## config.mk

```make
export PLATFORM = sky130hd
export DESIGN_NAME = alu_flags_unit
export DESIGN_NICKNAME = d
export VERILOG_FILES = /design/src/rtl/alu_flags_unit_pkg.sv /design/src/rtl/alu_flags_unit_cond_eval.sv /design/src/rtl/alu_flags_unit.sv
export SDC_FILE = /design/constraint.sdc
export NUM_CORES = 1
export LEC_CHECK = 0
export BUFFER_PORTS_ARGS = -buffer_cell sky130_fd_sc_hd__buf_2
export CAP_MARGIN = 20
export CORE_UTILIZATION = 44
export DETAILED_ROUTE_END_ITERATION = 8
export GPL_TIMING_DRIVEN = 0
export PLACE_DENSITY_LB_ADDON = 0.12
export SLEW_MARGIN = 20
export SYNTH_ARGS = -nofsm -noshare
export SYNTH_HDL_FRONTEND = slang
export SYNTH_SLANG_ARGS = --single-unit
```

## constraint.sdc

```tcl
create_clock -name i_clk -period 4.1 [get_ports i_clk]
set_clock_uncertainty 0.2 [all_clocks]
set_input_delay 0.41 -clock i_clk [delete_from_list [all_inputs] [get_ports i_clk]]
set_output_delay 0.41 -clock i_clk [all_outputs]
set_load 0.01 [all_outputs]
```

## src/rtl/alu_flags_unit_pkg.sv

```systemverilog
// Shared constants for the flag unit: flag bit positions, register widths
// and the 4-bit branch condition codes.
package alu_flags_unit_pkg;

    // Flag bit positions inside the flag vector
    localparam int ALU_FLAG_Z   = 0;
    localparam int ALU_FLAG_C   = 1;
    localparam int ALU_FLAG_N   = 2;
    localparam int ALU_FLAG_O   = 3;
    localparam int ALU_FLAG_P   = 4;
    localparam int ALU_FLAG_CNT = 5;

    // Status-register data width
    localparam int RW = 16;

    // Branch condition code width
    localparam int COND_W = 4;

    typedef enum logic [COND_W-1:0] {
        COND_ALWAYS = 4'd0,
        COND_EQ     = 4'd1,
        COND_NE     = 4'd2,
        COND_LTU    = 4'd3,
        COND_GEU    = 4'd4,
        COND_GTU    = 4'd5,
        COND_LEU    = 4'd6,
        COND_LT     = 4'd7,
        COND_GE     = 4'd8,
        COND_GT     = 4'd9,
        COND_LE     = 4'd10,
        COND_MI     = 4'd11,
        COND_OV     = 4'd12,
        COND_PE     = 4'd13,
        COND_CS     = 4'd14,
        COND_NEVER  = 4'd15
    } cond_e;

endpackage

```

## src/rtl/alu_flags_unit_cond_eval.sv

```systemverilog
// cond_eval: combinational branch-condition evaluator. Takes a flag vector
// and a 4-bit condition code and returns whether the condition holds.
// C = 1 means "no borrow" (l >= r unsigned); signed less-than is S = N ^ O.
module cond_eval
#(
    parameter int FLAG_W = alu_flags_unit_pkg::ALU_FLAG_CNT
)
(
    input  logic [FLAG_W-1:0]                      flags,
    input  logic [alu_flags_unit_pkg::COND_W-1:0]  cond,
    output logic                                   cond_true
);
    import alu_flags_unit_pkg::*;

    logic flag_z;
    logic flag_c;
    logic flag_n;
    logic flag_o;
    logic flag_p;
    logic flag_s;

    // Split the vector into named flags and derive the signed-less-than bit
    always_comb begin
        flag_z = flags[ALU_FLAG_Z];
        flag_c = flags[ALU_FLAG_C];
        flag_n = flags[ALU_FLAG_N];
        flag_o = flags[ALU_FLAG_O];
        flag_p = flags[ALU_FLAG_P];
        flag_s = flag_n ^ flag_o;
    end

    // Decode the condition code against the named flags
    always_comb begin
        cond_true = 1'b0;
        case (cond_e'(cond))
            COND_ALWAYS: cond_true = 1'b1;
            COND_EQ:     cond_true = flag_z;
            COND_NE:     cond_true = !flag_z;
            COND_LTU:    cond_true = !flag_c;
            COND_GEU:    cond_true = flag_c;
            COND_GTU:    cond_true = flag_c && !flag_z;
            COND_LEU:    cond_true = !flag_c || flag_z;
            COND_LT:     cond_true = flag_s;
            COND_GE:     cond_true = !flag_s;
            COND_GT:     cond_true = !flag_z && !flag_s;
            COND_LE:     cond_true = flag_z || flag_s;
            COND_MI:     cond_true = flag_n;
            COND_OV:     cond_true = flag_o;
            COND_PE:     cond_true = flag_p;
            COND_CS:     cond_true = flag_c;
            default:     cond_true = 1'b0;
        endcase
    end

endmodule

```

## src/rtl/alu_flags_unit.sv

```systemverilog
// alu_flags_unit: status-flag register, one-deep interrupt shadow,
// software-visible status register and branch-condition evaluation.
// Optional macro ALU_FLAGS_BYPASS_EN forwards the incoming ALU flags to the
// condition evaluator in the cycle they are written.
module alu_flags_unit
#(
    parameter int RW     = alu_flags_unit_pkg::RW,
    parameter int FLAG_W = alu_flags_unit_pkg::ALU_FLAG_CNT
)
(
    input  logic                                   i_clk,
    input  logic                                   i_rst_n,
    input  logic [FLAG_W-1:0]                      i_flags,
    input  logic                                   i_flags_we,
    input  logic                                   i_stall,
    input  logic                                   i_sr_we,
    input  logic [RW-1:0]                          i_sr_data,
    input  logic                                   i_irq_save,
    input  logic                                   i_irq_restore,
    input  logic [alu_flags_unit_pkg::COND_W-1:0]  i_cond,
    output logic [FLAG_W-1:0]                      o_flags,
    output logic [RW-1:0]                          o_sr,
    output logic                                   o_carry,
    output logic                                   o_cond_true
);
    import alu_flags_unit_pkg::*;

    logic [FLAG_W-1:0] flags_q;
    logic [FLAG_W-1:0] shadow_q;
    logic [FLAG_W-1:0] flags_d;
    logic [FLAG_W-1:0] eff_flags;

    // Next flag value: restore beats software write beats ALU capture
    always_comb begin
        flags_d = flags_q;
        if (i_irq_restore) begin
            flags_d = shadow_q;
        end else if (i_sr_we) begin
            flags_d = i_sr_data[FLAG_W-1:0];
        end else if (i_flags_we) begin
            flags_d = i_flags;
        end
    end

    // Flag and shadow registers; stall freezes both. The shadow takes the
    // pre-edge flags, so save+restore together swaps the two registers.
    always_ff @(posedge i_clk or negedge i_rst_n) begin
        if (!i_rst_n) begin
            flags_q  <= '0;
            shadow_q <= '0;
        end else if (!i_stall) begin
            flags_q <= flags_d;
            if (i_irq_save) begin
                shadow_q <= flags_q;
            end
        end
    end

    // Effective flags seen by the branch condition
`ifdef ALU_FLAGS_BYPASS_EN
    always_comb begin
        eff_flags = flags_q;
        if (i_flags_we && !i_stall && !i_irq_restore && !i_sr_we) begin
            eff_flags = i_flags;
        end
    end
`else
    always_comb begin
        eff_flags = flags_q;
    end
`endif

    cond_eval #(
        .FLAG_W (FLAG_W)
    ) u_cond_eval (
        .flags     (eff_flags),
        .cond      (i_cond),
        .cond_true (o_cond_true)
    );

    // Registered outputs; carry is never bypassed to keep the ALU loop open
    always_comb begin
        o_flags             = flags_q;
        o_carry             = flags_q[ALU_FLAG_C];
        o_sr                = '0;
        o_sr[FLAG_W-1:0]    = flags_q;
    end

endmodule

```

==> implementation parameters <==
Parameter                              Value

Finish
  Layout-stage area growth over the synthesis result ... 32.02%
  Combined area of the multi-input logic cells ... 452.9 sq um
  Share of final-layout standard cells stronger than drive strength 1 ... 0.4148
  Number of diodes ... 0
  Layout filler cell count ... 167
  Register area ... 250.2 sq um
  Final nets ... 168

Die
  Floorplan core area ... 1745 sq um
  Total I/O pin count ... 55
  Initial core utilization ... 0.4746
  Num rows ... 15
  Die Footprint ... 2060 sq um
  Die X ... 45.39 um
  Die Y ... 45.39 um

Worst setup path
  Required time reported for the critical path endpoint ... 3.49 ns
  Setup crit start kind ... flip-flop
  Max stage delay cell, worst path ... dfrtp_1
  Longest individual stage delay on the worst path ... 0.48 ns
  Crit. End Element ... primary output
  Top Family by Delay on Critical Path ... compound AO/OA/AOI/OAI gates
  Data arrival at the endpoint of the critical path ... 1.91 ns
  Buffers plus inverters on the worst setup path ... 1
  Highest fanout seen on the critical path ... 10
  Setup Crit Path Kind ... reg2out
  List of cells traversed by the critical path ... nor4bb_1 > o311a_1 > a311o_1 > a211o_1 > buf_2

Logic synthesis
  Synth Register Bits ... 10
  Fraction of the yosys area taken by sequential cells ... 0.3021
  Post-synthesis cell type count ... 31
  Mean cell area of the mapped netlist ... 9.203 sq um
  Post-synth top area share ... 0.3021
  Main area contributors after synthesis ... dfrtp_1, buf_4, mux2_1, mux2i_1, o21ai_0
  Mapped Area ... 828.3 sq um
  Cells after Synth ... 90
  Warnings from Yosys ... 0
  Most area-hungry cell type in the Yosys netlist ... dfrtp_1

Detailed routing
  1st-iter DRT viols ... 6
  Number of detailed-routing iterations run before antenna repair ... 4
  Count of antenna-violating nets left after detailed routing ... 0
  Residual DRC ... 0
  Ratio of routed vias to standard cells ... 4.600
  Routed wirelength normalized by instance count ... 10.15 um
  Total routed wirelength ... 1624 um
  Routed vias ... 736

Timing
  Setup TNS ... 0 ns
  Part of the cycle the worst path needs ... 0.6135
  Headroom to the max-slew limit ... 0.6490
  Final setup vio count ... 0
  Number of endpoints with negative hold slack in the final report ... 0
  Maximum clock frequency ... 397.6 MHz
  Crit path time final ... 2.515 ns
  Setup repair after global routing missed its margin ... no
  Max Slew Vio Count ... 0
  Worst-Margin Slew ... 0.5245 ns

Clocking
  Clock slew at the register clock pins of the worst setup and hold paths ... 0.07 ns
  Worst skew pair latency ... 0.26 ns
  Clock root buffer master ... clkbuf_4
  CTS tree ... yes
  TritonCTS buffer count ... 3
  Post-CTS Repair Setup Buffers ... 0
  Maximum clock path buffer count ... 2
  H-tree levels ... 1
  Number of sinks on the clock net ... 10

Power and ir drop
  Leakage dissipation ... 0.5921 nW
  Total power of the final layout ... 0.3966 mW
  Power density of the placed cells ... 362.6 nW/um^2
  Maximum resistive drop on vdd ... 0.0002243 V

Global routing
  Pin count of the biggest net entering global routing ... 11
  GRT met2 Usage ... 0.2571
  Initial antenna violation count ... 0
  Combined global-route utilization of all metal layers ... 0.1660
  Global routing's busiest layer ... met2
  Via count of the first global-routing pass ... 581
  Met3 Usage GRT ... 0.02778
  Sum of overflow across all layers after global routing ... 0
  Wire length of the first global-routing pass ... 2477 um
  GR Layer Usage met1 ... 0.2184

Placed design
  Port-buffer cells ... 30
  Half-perimeter wire length after placement ... 1240 um
  RD Place Congestion ... 0.7723

Job
  Max-cap viol count ... 0

Min path
  Type of the tightest min-delay check ... reg2reg

Run status
  Run status ... completed
## placed cells by master (no fill, tap or decap), types with 2 or more instances in the layout
master / netlist / layout
dfrtp_1: 10 / 10
mux2i_1: 5 / 5
mux2_1: 9 / 9
nor3_1: 2 / 2
a21oi_1: 3 / 3
buf_2: 1 / 31
nand3b_1: 2 / 2
nor4bb_1: 2 / 2
inv_1: 2 / 2
o21ai_0: 9 / 9
buf_4: 18 / 18
clkbuf_4: 0 / 3
nand2_1: 8 / 8
conb_1: 1 / 11
## logic make-up after synthesis
group | after synthesis | share of synthesized area
flops | 10 | 0.3021
buf+inv | 23 | 0.1964
simple gates | 20 | 0.1390
other cells | 1 | 0.004527
xor+xnor | 1 | 0.01058
mux | 15 | 0.1964
compound gates | 20 | 0.1511
## final cells by class
cell class              instances  area share
repair buffers                 31      0.1465
inverters                       2    0.006865
flip-flops and latches         10      0.2288
plain buffers                  21      0.1419
multi-input cells              67      0.4142
well taps                      25     0.02860
clock buffers                   4     0.03318
## cell usage after synthesis
| cell type | instances |
|---|---|
| a211o_1 | 1 |
| a211oi_1 | 1 |
| a21oi_1 | 3 |
| a311o_1 | 1 |
| and2_1 | 1 |
| and2b_1 | 1 |
| and3b_1 | 1 |
| buf_2 | 1 |
| buf_4 | 18 |
| buf_6 | 1 |
| clkbuf_1 | 1 |
| conb_1 | 1 |
| dfrtp_1 | 10 |
| inv_1 | 2 |
| mux2_1 | 9 |
| mux2_2 | 1 |
| mux2i_1 | 5 |
| nand2_1 | 8 |
| nand2b_1 | 1 |
| nand3b_1 | 2 |
| nor2_1 | 1 |
| nor3_1 | 2 |
| nor4bb_1 | 2 |
| o211ai_1 | 1 |
| o21ai_0 | 9 |
| o21ai_1 | 1 |
| o22ai_1 | 1 |
| o311a_1 | 1 |
| o31a_2 | 1 |
| or2b_1 | 1 |
| xor2_1 | 1 |
## power by group
part | internal [mW] | switching [mW]
clock | 0.0538 | 0.0333
combinational | 0.0869 | 0.0662
sequential | 0.125 | 0.0312
total | 0.266 | 0.131
## final timing paths
check | endpoint | slack [ns] | depth (start not counted) | from
min in group asynchronous | shadow_q[3]$_DFFE_PN0P_ | 0.34 | 2 | i_rst_n
setup reg to reg | o_flags[3]$_DFFE_PN0P_ | 2.96 | 3 | shadow_q[3]$_DFFE_PN0P_
setup / recovery | o_cond_true | 1.58 | 5 | o_flags[3]$_DFFE_PN0P_
hold reg to reg | shadow_q[0]$_DFFE_PN0P_ | 0.30 | 1 | shadow_q[0]$_DFFE_PN0P_
max in group asynchronous | shadow_q[0]$_DFFE_PN0P_ | 3.17 | 2 | i_rst_n
hold / removal | shadow_q[0]$_DFFE_PN0P_ | 0.30 | 1 | shadow_q[0]$_DFFE_PN0P_
## registers in the layout (all words and copies together), names as in the netlist
name / flops
shadow_q: 5
o_flags: 5
## per-layer routing
| metal | up-vias | part of all wire | wire length, um |
|---|---|---|---|
| li1 | 378 | - | - |
| met1 | 337 | 0.44 | 715 |
| met5 | - | 0 | 0 |
| met4 | 0 | 0.0074 | 12 |
| met3 | 2 | 0.035 | 57 |
| met2 | 19 | 0.52 | 839 |
## stage by stage
stage               setup slack, ns    util  hold WS [ns]  instances  area, sq um
CTS                           1.573  0.6265        0.3023        160         1094
floorplan                     1.996       -      -0.08559        100        865.8
detailed placement            1.756  0.6000       0.07968        155         1047
finish                        1.585  0.6265        0.3006        160         1094
global route                  1.499  0.6265        0.3186        160         1094
global placement              1.764  0.6000       0.07997        155         1047
## repair_timing
action,in CTS,in global routing
endpoints found under the setup margin,0,0
hold endpoints to repair,10,0
resized for setup,0,0
hold buffers,1,0
(Power assumes the default switching activity.)
